[src/rtl/sdr_port_sequencer_2r1w_64.sv]
// Purpose: sequences two read ports and one buffered write port onto the SDR 2r1w 64-word array.
// Latency: write/read issue one cycle after accept; read response RD_LAT cycles after issue.
// Backpressure: wr_req_ready drops when the 4-entry FIFO is full; a read port stalls while its slot waits on older writes or hold.
module sdr_port_sequencer_2r1w_64 #(
  parameter int DATA_W = 32,
  parameter int TAG_W  = 4,
  parameter int RD_LAT = 1
) (
  input  logic              clk,
  input  logic              reset,
  input  logic              hold,
  input  logic              rd_req_valid_0,
  output logic              rd_req_ready_0,
  input  logic [0:5]        rd_req_adr_0,
  input  logic [TAG_W-1:0]  rd_req_tag_0,
  input  logic              rd_req_valid_1,
  output logic              rd_req_ready_1,
  input  logic [0:5]        rd_req_adr_1,
  input  logic [TAG_W-1:0]  rd_req_tag_1,
  input  logic              wr_req_valid,
  output logic              wr_req_ready,
  input  logic [0:5]        wr_req_adr,
  input  logic [DATA_W-1:0] wr_req_dat,
  output logic              rd_enb_0,
  output logic [0:5]        rd_adr_0,
  output logic              rd_enb_1,
  output logic [0:5]        rd_adr_1,
  output logic              wr_enb_0,
  output logic [0:5]        wr_adr_0,
  output logic [DATA_W-1:0] wr_dat_0,
  output logic              rd_rsp_valid_0,
  output logic [TAG_W-1:0]  rd_rsp_tag_0,
  output logic              rd_rsp_valid_1,
  output logic [TAG_W-1:0]  rd_rsp_tag_1
);

  typedef struct packed {
    logic [0:5]        adr;
    logic [DATA_W-1:0] dat;
  } wr_ent_t;

  // write FIFO: circular buffer, position p counts from the head
  wr_ent_t    fifo_q [4];
  logic [1:0] head_q;
  logic [1:0] tail_q;
  logic [2:0] cnt_q;
  logic       push;
  logic       pop;

  // per-port read slots, indexed by port number
  logic             rq_vld [2];
  logic [0:5]       rq_adr [2];
  logic [TAG_W-1:0] rq_tag [2];
  logic             slot_vld_q [2];
  logic [0:5]       slot_adr_q [2];
  logic [TAG_W-1:0] slot_tag_q [2];
  logic [2:0]       drain_q [2];
  logic             rd_enb [2];
  logic             rd_rdy [2];
  logic [2:0]       depth [2];

  // response pipes
  logic             pipe_vld_q [2][RD_LAT];
  logic [TAG_W-1:0] pipe_tag_q [2][RD_LAT];

  assign rq_vld[0] = rd_req_valid_0;
  assign rq_vld[1] = rd_req_valid_1;
  assign rq_adr[0] = rd_req_adr_0;
  assign rq_adr[1] = rd_req_adr_1;
  assign rq_tag[0] = rd_req_tag_0;
  assign rq_tag[1] = rd_req_tag_1;

  // ready is full-based only so it never depends on the same-cycle pop
  assign wr_req_ready = (cnt_q != 3'd4);
  assign wr_enb_0     = (cnt_q != 3'd0) & ~hold;
  assign wr_adr_0     = fifo_q[head_q].adr;
  assign wr_dat_0     = fifo_q[head_q].dat;
  assign push         = wr_req_valid & wr_req_ready;
  assign pop          = wr_enb_0;

  // FIFO storage and pointers
  always_ff @(posedge clk) begin
    if (reset) begin
      for (int i = 0; i < 4; i++) fifo_q[i] <= '0;
      head_q <= 2'd0;
      tail_q <= 2'd0;
      cnt_q  <= 3'd0;
    end else begin
      if (push) begin
        fifo_q[tail_q] <= {wr_req_adr, wr_req_dat};
        tail_q         <= tail_q + 2'd1;
      end
      if (pop) head_q <= head_q + 2'd1;
      case ({push, pop})
        2'b10:   cnt_q <= cnt_q + 3'd1;
        2'b01:   cnt_q <= cnt_q - 3'd1;
        default: cnt_q <= cnt_q;
      endcase
    end
  end

  // issue/ready per slot, and drain depth = 1 + deepest older write to the same address
  always_comb begin
    for (int n = 0; n < 2; n++) begin
      rd_enb[n] = slot_vld_q[n] & (drain_q[n] == 3'd0) & ~hold;
      rd_rdy[n] = ~slot_vld_q[n] | rd_enb[n];
      depth[n]  = 3'd0;
      for (int p = 0; p < 4; p++) begin
        if ((3'(p) < cnt_q) && (fifo_q[head_q + 2'(p)].adr == rq_adr[n]))
          depth[n] = 3'(p + 1);
      end
    end
  end

  // read slots: capture on accept, drain on pops, empty on issue
  always_ff @(posedge clk) begin
    for (int n = 0; n < 2; n++) begin
      if (reset) begin
        slot_vld_q[n] <= 1'b0;
        slot_adr_q[n] <= '0;
        slot_tag_q[n] <= '0;
        drain_q[n]    <= 3'd0;
      end else if (rq_vld[n] && rd_rdy[n]) begin
        slot_vld_q[n] <= 1'b1;
        slot_adr_q[n] <= rq_adr[n];
        slot_tag_q[n] <= rq_tag[n];
        drain_q[n]    <= (pop && depth[n] != 3'd0) ? depth[n] - 3'd1 : depth[n];
      end else begin
        if (rd_enb[n]) slot_vld_q[n] <= 1'b0;
        if (pop && drain_q[n] != 3'd0) drain_q[n] <= drain_q[n] - 3'd1;
      end
    end
  end

  // response pipes shift every cycle regardless of hold
  always_ff @(posedge clk) begin
    for (int n = 0; n < 2; n++) begin
      if (reset) begin
        for (int i = 0; i < RD_LAT; i++) begin
          pipe_vld_q[n][i] <= 1'b0;
          pipe_tag_q[n][i] <= '0;
        end
      end else begin
        pipe_vld_q[n][0] <= rd_enb[n];
        pipe_tag_q[n][0] <= slot_tag_q[n];
        for (int i = 1; i < RD_LAT; i++) begin
          pipe_vld_q[n][i] <= pipe_vld_q[n][i-1];
          pipe_tag_q[n][i] <= pipe_tag_q[n][i-1];
        end
      end
    end
  end

  assign rd_req_ready_0 = rd_rdy[0];
  assign rd_req_ready_1 = rd_rdy[1];
  assign rd_enb_0       = rd_enb[0];
  assign rd_enb_1       = rd_enb[1];
  assign rd_adr_0       = slot_adr_q[0];
  assign rd_adr_1       = slot_adr_q[1];
  assign rd_rsp_valid_0 = pipe_vld_q[0][RD_LAT-1];
  assign rd_rsp_tag_0   = pipe_tag_q[0][RD_LAT-1];
  assign rd_rsp_valid_1 = pipe_vld_q[1][RD_LAT-1];
  assign rd_rsp_tag_1   = pipe_tag_q[1][RD_LAT-1];

endmodule

[config.mk]
export PLATFORM = sky130hd
export DESIGN_NAME = sdr_port_sequencer_2r1w_64
export DESIGN_NICKNAME = d
export VERILOG_FILES = /design/src/rtl/sdr_port_sequencer_2r1w_64.sv
export SDC_FILE = /design/constraint.sdc
export NUM_CORES = 1
export LEC_CHECK = 0
export CORE_MARGIN = 4
export CORE_UTILIZATION = 55
export CTS_BUF_LIST = sky130_fd_sc_hd__clkbuf_16
export CTS_CLUSTER_SIZE = 8
export DETAILED_ROUTE_END_ITERATION = 12
export GPL_TIMING_DRIVEN = 1
export PLACE_DENSITY = 0.79
export SYNTH_ARGS = -nofsm -noshare
export SYNTH_HDL_FRONTEND = slang
export SYNTH_SLANG_ARGS = --single-unit
export TNS_END_PERCENT = 20
[constraint.sdc]
create_clock -name clk -period 4.3 [get_ports clk]
set_input_delay 0.86 -clock clk [delete_from_list [all_inputs] [get_ports clk]]
set_output_delay 0.86 -clock clk [all_outputs]
set_load 0.05 [all_outputs]
==> results of run 1 <==
==> area by class of cell <==
type	count	area, µm²
clock buffer	18	450
sequential	199	5750
tap	225	282
timing repair buffer	146	1420
inverter	57	214
clock inverter	14	82.6
multi-input combinational	424	3450
fill	1241	5530
==> routing by layer <==
layer | up-vias | wire (µm) | part of all wire, % | track usage (%)
met5 | - | 12 | 0.057 | 0
li1 | 2800 | - | - | -
met3 | 25 | 1410 | 6.7 | 5.60
met4 | 2 | 321 | 1.5 | 6.17
met1 | 3037 | 8270 | 39 | 26.9
met2 | 197 | 11000 | 52 | 38.6
==> cells in the mapped netlist (2+ instances only) <==
cell type	instances
xor2_1	26
ha_1	13
o31ai_1	2
clkbuf_1	27
and3_1	2
mux2i_1	14
nand2_1	54
inv_1	56
a21o_1	3
or2_2	2
nand2b_1	3
xnor2_1	33
o21bai_1	2
nor3_1	4
dfxtp_1	23
o21ai_0	8
nor2b_1	10
nand4_1	6
nor4_1	4
nor2_1	94
mux4_1	4
edfxtp_1	176
a21oi_1	8
mux2_2	4
buf_2	2
o32ai_1	3
nand3_1	7
a211oi_1	2
and2_1	55
o211ai_1	2
mux4_2	45
buf_6	3
a31oi_1	2
buf_1	9
==> power by group through the flow <==
| stage | logic [W] | registers (W) | clock network, W |
|---|---|---|---|
| after detailed placement | 0.00222 | 0.00249 | 0 |
| after global routing | 0.00236 | 0.00246 | 0.00157 |
| after floorplan | 0.00155 | 0.00249 | 0 |
| final | 0.00222 | 0.00244 | 0.00146 |
| after global placement | 0.00220 | 0.00246 | 0 |
| after CTS | 0.00224 | 0.00244 | 0.00148 |
==> cells in the final DEF (no fill, tap or decap), drive strengths merged, types with 3 or more instances in the layout <==
cell / n
a21o: 3
a21oi: 8
and2: 55
buf: 17
clkbuf: 18
clkdlybuf4s50: 129
clkinv: 3
dfxtp: 23
edfxtp: 176
ha: 13
inv: 68
mux2: 4
mux2i: 14
mux4: 49
nand2: 54
nand2b: 3
nand3: 7
nand4: 6
nor2: 94
nor2b: 10
nor3: 4
nor4: 4
o21ai: 9
o32ai: 3
xnor2: 33
xor2: 26
==> state kept, by name, summed over array words and instances, names as in the netlist, 3 cells and up, named ones only <==
name / count
drain_q: 6
pipe_tag_q: 8
slot_tag_q: 8
slot_adr_q: 12
cnt_q: 3
fifo_q: 152
==> stage by stage <==
stage / std cells / total power (W) / cell area, µm² / worst slack (ns)
finish: 1083 / 0.00613 / 11600 / 0.773
global route: 1083 / 0.00639 / 11600 / 0.574
CTS: 1083 / 0.00617 / 11600 / 0.743
detailed placement: 1051 / 0.00471 / 11100 / 0.613
global placement: 1051 / 0.00467 / 11100 / 0.669
floorplan: 724 / 0.00404 / 9600 / 0.648
==> kinds of logic after synthesis <==
| kind of cell | count (synthesis) | share of synthesized area (%) |
|---|---|---|
| AO/OA/AOI/OAI | 39 | 2.71 |
| AND/OR/NAND/NOR | 246 | 12.1 |
| buffers and inverters | 101 | 4.65 |
| adder cells (fa/ha/maj) | 13 | 1.69 |
| multiplexers | 67 | 13.6 |
| XOR/XNOR | 59 | 5.38 |
| flip-flops | 199 | 59.8 |
==> how the worst max path moves through the flow <==
stage,end,slack (ns),cells after the start
6_report,drain_q[1][2],0.77,12
5_1_grt,drain_q[1][2],0.57,12
4_1_cts,wr_dat_0[17],0.74,3
3_5_place_dp,drain_q[0][1],0.61,11
3_3_place_gp,drain_q[1][2],0.67,11
2_1_floorplan,fifo_q[1][0],0.65,6
==> worst register-to-register path, delay by kind of cell (launching register included) <==
kind | cells | cell delay [ns]
multiplexers | 2 | 1.03
buffers and inverters | 2 | 0.38
AO/OA/AOI/OAI | 2 | 0.31
XOR/XNOR | 1 | 0.17
adder cells (fa/ha/maj) | 2 | 0.39
flip-flops | 1 | 0.35
AND/OR/NAND/NOR | 3 | 0.72
==> results.md, run 1 <==
- Mapped Nets: between 800 and 900
- Worst setup SP type: flop
- Drt first pass iters: 7
- TritonCTS buffer count: 17
- Data arrival, critical path: around 3.8 ns
- CTS resizes: 0
- CTS tree: done
- Crit-path cells: buf_4 -> mux4_1 -> xnor2_1 -> nand4_1 -> or4_4 -> a21boi_2 -> inv_1 -> ha_1 -> ha_1 -> nor2_1 -> mux2_2 -> o32ai_1
- Net Sw Power: about 0.0022 W
- Final core occ: between 60% and 70%
- Via Count: slightly above 6000
- Hold Crit Class: flop to flop
- Root buffer cell: clkbuf_16
- Antenna Violating Nets Remaining: 0
- GRT Overall Usage: 21.9%
- Reg power frac: between 30 and 40%
- Pin count of the biggest net entering global routing: 40
- Clock power share: 23.9%
- Initial antenna violation count: 1
- Post-CTS Setup Inserts: 0
- Die span in y: 140 µm
- Worst reg2reg path depth: 12
- CP Launch Point: head_q[0]
- # diodes: 0
- Period utilisation layout: between 80% and 90%
- Initial Util: between 50% and 60%
- Core area: roughly 17000 µm²
- Clock sink count: slightly below 200
- Post-synth top area share: roughly 55%
- Minimum clock period: 3.53 ns
- Status: complete, no violations
- Number of global-route vias before repair: around 6500
- Htree depth: 4
- Clock skew: around 0.0075 ns
- Final nets: 922
- Hold Path Origin: slot_tag_q[0][0]
- Pwr/cell area: about 530 nW/µm²
- Final hold vios: 0
- Hold EP: pipe_tag_q[0][0]
- First-pass GRT wire length: about 34000 µm
- Peak VDD IR: approximately 380 µV
- Post-synthesis cell count: between 700 and 800
- Crit Path Category: flop to flop
- Slowest CP cell: mux4_1
- Fin. max-slew vios: 0
- Main area contributors after synthesis: edfxtp_1 55%, mux4_2 11%, dfxtp_1 4.8%
- Largest area contributor in the netlist: edfxtp_1
- Post-CTS Hold Buffers: 0
- RSZ-0062 raised after global routing: false
- Deepest clock path buffer count: 2
- # rows: 48
- Switching power share of the total: roughly a third
- Final setup viols: 0
- Logic pwr share: a little over a third
- GP Congestion: just over 0.9
- WL per Instance: around 19 µm
- Worst-Skew Late Latency: about 0.43 ns
- Reg-to-Reg Start: head_q[0]
- Worst relative slew slack: approximately 30%
- Synth Cell Area: roughly 9600 µm²
- Initial drt markers: roughly 430
- Synth async-reset ratio: 0%
- CP required: 4.54 ns
- Worst r2r dst: drain_q[1][2]
- Setup TNS: 0 ns
- CP max stage delay: roughly 0.67 ns
- Seq cells post-synth: 199
- R2r setup slk: 0.77 ns
- Drt via density: about 5.6
- Crit path max-delay family: multiplexers
- Fmax: between 200 and 300 MHz
- Post-synth EDFFs: between 150 and 200
- Layout cells sized above 1: 12.7%
- Pleak: around 4.4 nW
- Max-cap violation count: 0
- Main synth FF type: edfxtp_1
- Endpoint class of the critical path: flop
- Reg clk slew, reported paths: ~0.070 ns
- Port Buffers: roughly 130
- Full die area: roughly 20000 µm²
- Total length of routed wires: ~21000 µm
- Hold Path Depth: 1
- Avg Synthesized Cell Area: ~13 µm²
- Buffers and inverters on the worst path: 2
- Netlist cell types: 50
- Seq/Total Area, Yosys: between 50 and 60%
- Most used cell, CP: ha_1
- DRC Markers: 0
- Die width: 140 µm
- Worst-margin pin slew: roughly 1.1 ns
- Post-detail-place hpwl: approximately 14000 µm
- P_int: slightly below 0.004 W
- GRT overflow: 0
- I/O pin count: 130
- Worst-path fanout max: 20
- Area Growth Syn to Fin: 21.3%
- Yosys warnings: 0
- Hold Slack: 0.457 ns
(Power assumes the default switching activity.)
==> run 2: changes to the inputs <==
--- a/config.mk
+++ b/config.mk
@@ -6,12 +6,12 @@
 export NUM_CORES = 1
 export LEC_CHECK = 0
 export CORE_MARGIN = 4
-export CORE_UTILIZATION = 55
+export CORE_UTILIZATION = 50
 export CTS_BUF_LIST = sky130_fd_sc_hd__clkbuf_16
 export CTS_CLUSTER_SIZE = 8
 export DETAILED_ROUTE_END_ITERATION = 12
 export GPL_TIMING_DRIVEN = 1
-export PLACE_DENSITY = 0.79
+export PLACE_DENSITY = 0.76
 export SYNTH_ARGS = -nofsm -noshare
 export SYNTH_HDL_FRONTEND = slang
 export SYNTH_SLANG_ARGS = --single-unit
==> constraint.sdc (replaced) <==
create_clock -name clk -period 3 [get_ports clk]
set_input_delay 0.6 -clock clk [delete_from_list [all_inputs] [get_ports clk]]
set_output_delay 0.6 -clock clk [all_outputs]
set_load 0.05 [all_outputs]
==> results.md, run 2 (synthesized netlist as in run 1, its figures left out) <==
- Hold Path Origin: slot_tag_q[0][1]
- GRT Overall Usage: 20.0% (-1.8 points)
- Max-cap violation count: 0 (unchanged)
- GRT overflow: 0 (unchanged)
- CP max stage delay: 0.56 ns (-0.11 ns)
- Total length of routed wires: 21100 µm (+0.70%)
- Pre-CTS setup slack: -0.317 ns (-0.929 ns)
- Fin. max-slew vios: 0 (unchanged)
- Met1 Use GR: 25.8% (-1.0 points)
- Drt first pass iters: 5 (-2)
- Fill count: 1373 (+11%)
- Antenna Violating Nets Remaining: 0 (unchanged)
- Drt via density: 5.32 (-4.9%)
- RSZ-0062 raised after global routing: true
- Deepest clock path buffer count: 2 (unchanged)
- Register area: 5750 µm² (about the same)
- Met3 usage: 4.41% (-1.2 points)
- Area Growth Syn to Fin: 27.9%
- Endpoint class of the critical path: flop
- Worst-margin pin slew: 1.04 ns (-0.0156 ns)
- Via Count: 6123 (+1.0%)
- Pleak: 4.83 nW (+9.5%)
- Pin count of the biggest net entering global routing: 39 (-2.5%)
- Grt peak-use layer: met2
- Commonest cells after routing, fill and taps aside: 176 x edfxtp_1, 98 x buf_4, 92 x nor2_1, 86 x clkdlybuf4s50_1, 56 x inv_1
- Peak VDD IR: 578 µV (+51%)
- Final hold vios: 0 (unchanged)
- Worst-Skew Late Latency: 0.43 ns (about the same)
- Fmax: 317 MHz (+12%)
- Crit path max-delay family: simple AND/OR/NAND/NOR gates
- Initial drt markers: 391 (-8.6%)
- Minimum clock period: 3.16 ns (-0.372 ns)
- Port Buffers: 129 (unchanged)
- Setup ws final: -0.155 ns (-0.928 ns)
- Worst-path fanout max: 7 (-65%)
- Crit-path cells: buf_12 -> buf_12 -> mux4_2 -> xor2_1 -> or4_4 -> a21boi_2 -> inv_1 -> ha_2 -> ha_4 -> buf_6 -> nor3_2 -> a31oi_1 -> o32ai_1
- Layout cells sized above 1: 24.3% (+12 points)
- Period utilisation layout: 105% (+23 points)
- Final nets: 984 (+6.7%)
- Full die area: 21500 µm² (+9.4%)
- Buffers and inverters on the worst path: 4 (+2)
- Met2 usage in global routing: 34.1% (-4.5 points)
- Initial Util: 51.2% (-4.7 points)
- Root buffer cell: clkbuf_16
- Hold Crit Class: flop to flop
- Die span in y: 147 µm (+4.6%)
- Crit Path Category: flop to flop
- DRC Markers: 0 (unchanged)
- Pwr/cell area: 745 nW/µm² (+42%)
- # rows: 50 (+4.2%)
- Reg clk slew, reported paths: 0.07 ns (about the same)
- Worst setup SP type: flop
- First-pass GRT wire length: 33300 µm (-0.68%)
- WL per Instance: 18.4 µm (-5.2%)
- Final non-filler cell total: 1151 (+6.3%)
- Core area: 18800 µm² (+9.3%)
- Die width: 147 µm (+4.6%)
- Post-detail-place hpwl: 14400 µm (+2.7%)
- Finished Cell Area: 12300 µm² (+5.5%)
- I/O pin count: 130 (unchanged)
- Most used cell, CP: buf_12
- Final setup viols: 5 (+5)
- Clock skew: 0.00662 ns (-0.000896 ns)
- Reg with most FFs: fifo_q
- Placed cell areas: 11600 µm² (+4.4%)
- Number of global-route vias before repair: 6215 (-4.5%)
- CP required: 3.23 ns (-1.31 ns)
- TritonCTS buffer count: 17 (unchanged)
- Failing checks: negative setup slack
- Reg-to-Reg Start: head_q[0]
- Largest register FFs: 152 (unchanged)
- GP Congestion: 0.950 (+4.5%)
- Commonest non-fill, non-tap cell in the layout: edfxtp_1
- CTS tree: done
- Slowest CP cell: or4_4
- # diodes: 0 (unchanged)
- Status: complete, but fails checks
- Clock sink count: 199 (unchanged)
- CP Launch Point: head_q[0]
- Area of the multi-input gates: 3560 µm² (+3.1%)
- Worst relative slew slack: 30.6% (+0.88 points)
- Htree depth: 4 (unchanged)
- Placed insts: 1119 (+6.5%)
- Initial antenna violation count: 1 (unchanged)
- Largest registers: fifo_q: 152 flops, slot_adr_q: 12 flops
- Data arrival, critical path: 3.39 ns (-0.38 ns)
-- run 2: changes by cell type in the layout (fill, tap and decap cells not counted), moves of 4 or more --
cell             change
dlygate4sd2_1       +11
buf_4               +81
mux2i_1              -5
buf_12               +9
clkdlybuf4s50_1     -43
mux2i_2              +4
-- run 2: cell type report --
cell class / instances / area share (%)
Tap cell: 234 / 2.38
Inverter: 57 / 1.74
Clock buffer: 17 / 3.46
Multi-Input combinational cell: 424 / 29.0
Timing Repair Buffer: 208 / 15.6
Clock inverter: 12 / 0.958
Sequential cell: 199 / 46.8
-- run 2: repair_timing --
| action | 4_1_cts | 5_1_grt |
|---|---|---|
| gates resized for setup | 22 | 22 |
| pin swaps | 3 | 7 |
| hold buffers | 0 | 0 |
| endpoints found under the setup margin | 17 | 11 |
| buffers inserted | 2 | 1 |
-- run 2: worst paths after layout --
| kind | slack, ns | depth (start not counted) | endpoint |
|---|---|---|---|
| worst max-delay path | -0.16 | 13 | drain_q[1][1] |
| worst min-delay path | 0.45 | 1 | pipe_tag_q[0][1] |
| worst max register to register | -0.16 | 13 | drain_q[1][1] |
| worst min register to register | 0.45 | 1 | pipe_tag_q[0][1] |
-- run 2: routing by layer --
metal	routed length, µm	part of all wire, %
met4	410	1.9
met2	10600	50
met3	1380	6.5
met1	8720	41
met5	13	0.062
-- run 2: report_power, final --
part,internal [W],switching (W)
Sequential,0.00334,0.000143
Combinational,0.00147,0.00204
Clock,0.00115,0.00102
Total,0.00595,0.00320
-- run 2: per-stage QoR --
step / setup TNS [ns] / hold WS (ns) / util, % / total power [W]
2_1_floorplan: -49.90 / 0.429 / - / 0.00579
3_3_place_gp: -1.07 / 0.433 / 61.8 / 0.00695
3_5_place_dp: -1.59 / 0.437 / 61.8 / 0.00698
4_1_cts: -0.681 / 0.452 / 64.9 / 0.00917
5_1_grt: -1.14 / 0.474 / 65.4 / 0.00959
6_report: -0.491 / 0.451 / 65.4 / 0.00915
==> run 3: changes to the inputs <==
--- a/config.mk
+++ b/config.mk
@@ -8,6 +8,7 @@
 export CORE_MARGIN = 4
 export CORE_UTILIZATION = 50
 export CTS_BUF_LIST = sky130_fd_sc_hd__clkbuf_16
+export CTS_CLUSTER_DIAMETER = 50
 export CTS_CLUSTER_SIZE = 8
 export DETAILED_ROUTE_END_ITERATION = 12
 export GPL_TIMING_DRIVEN = 1
==> results of run 3 <==
Final layout, timing and power as in run 2 (identical DEF).
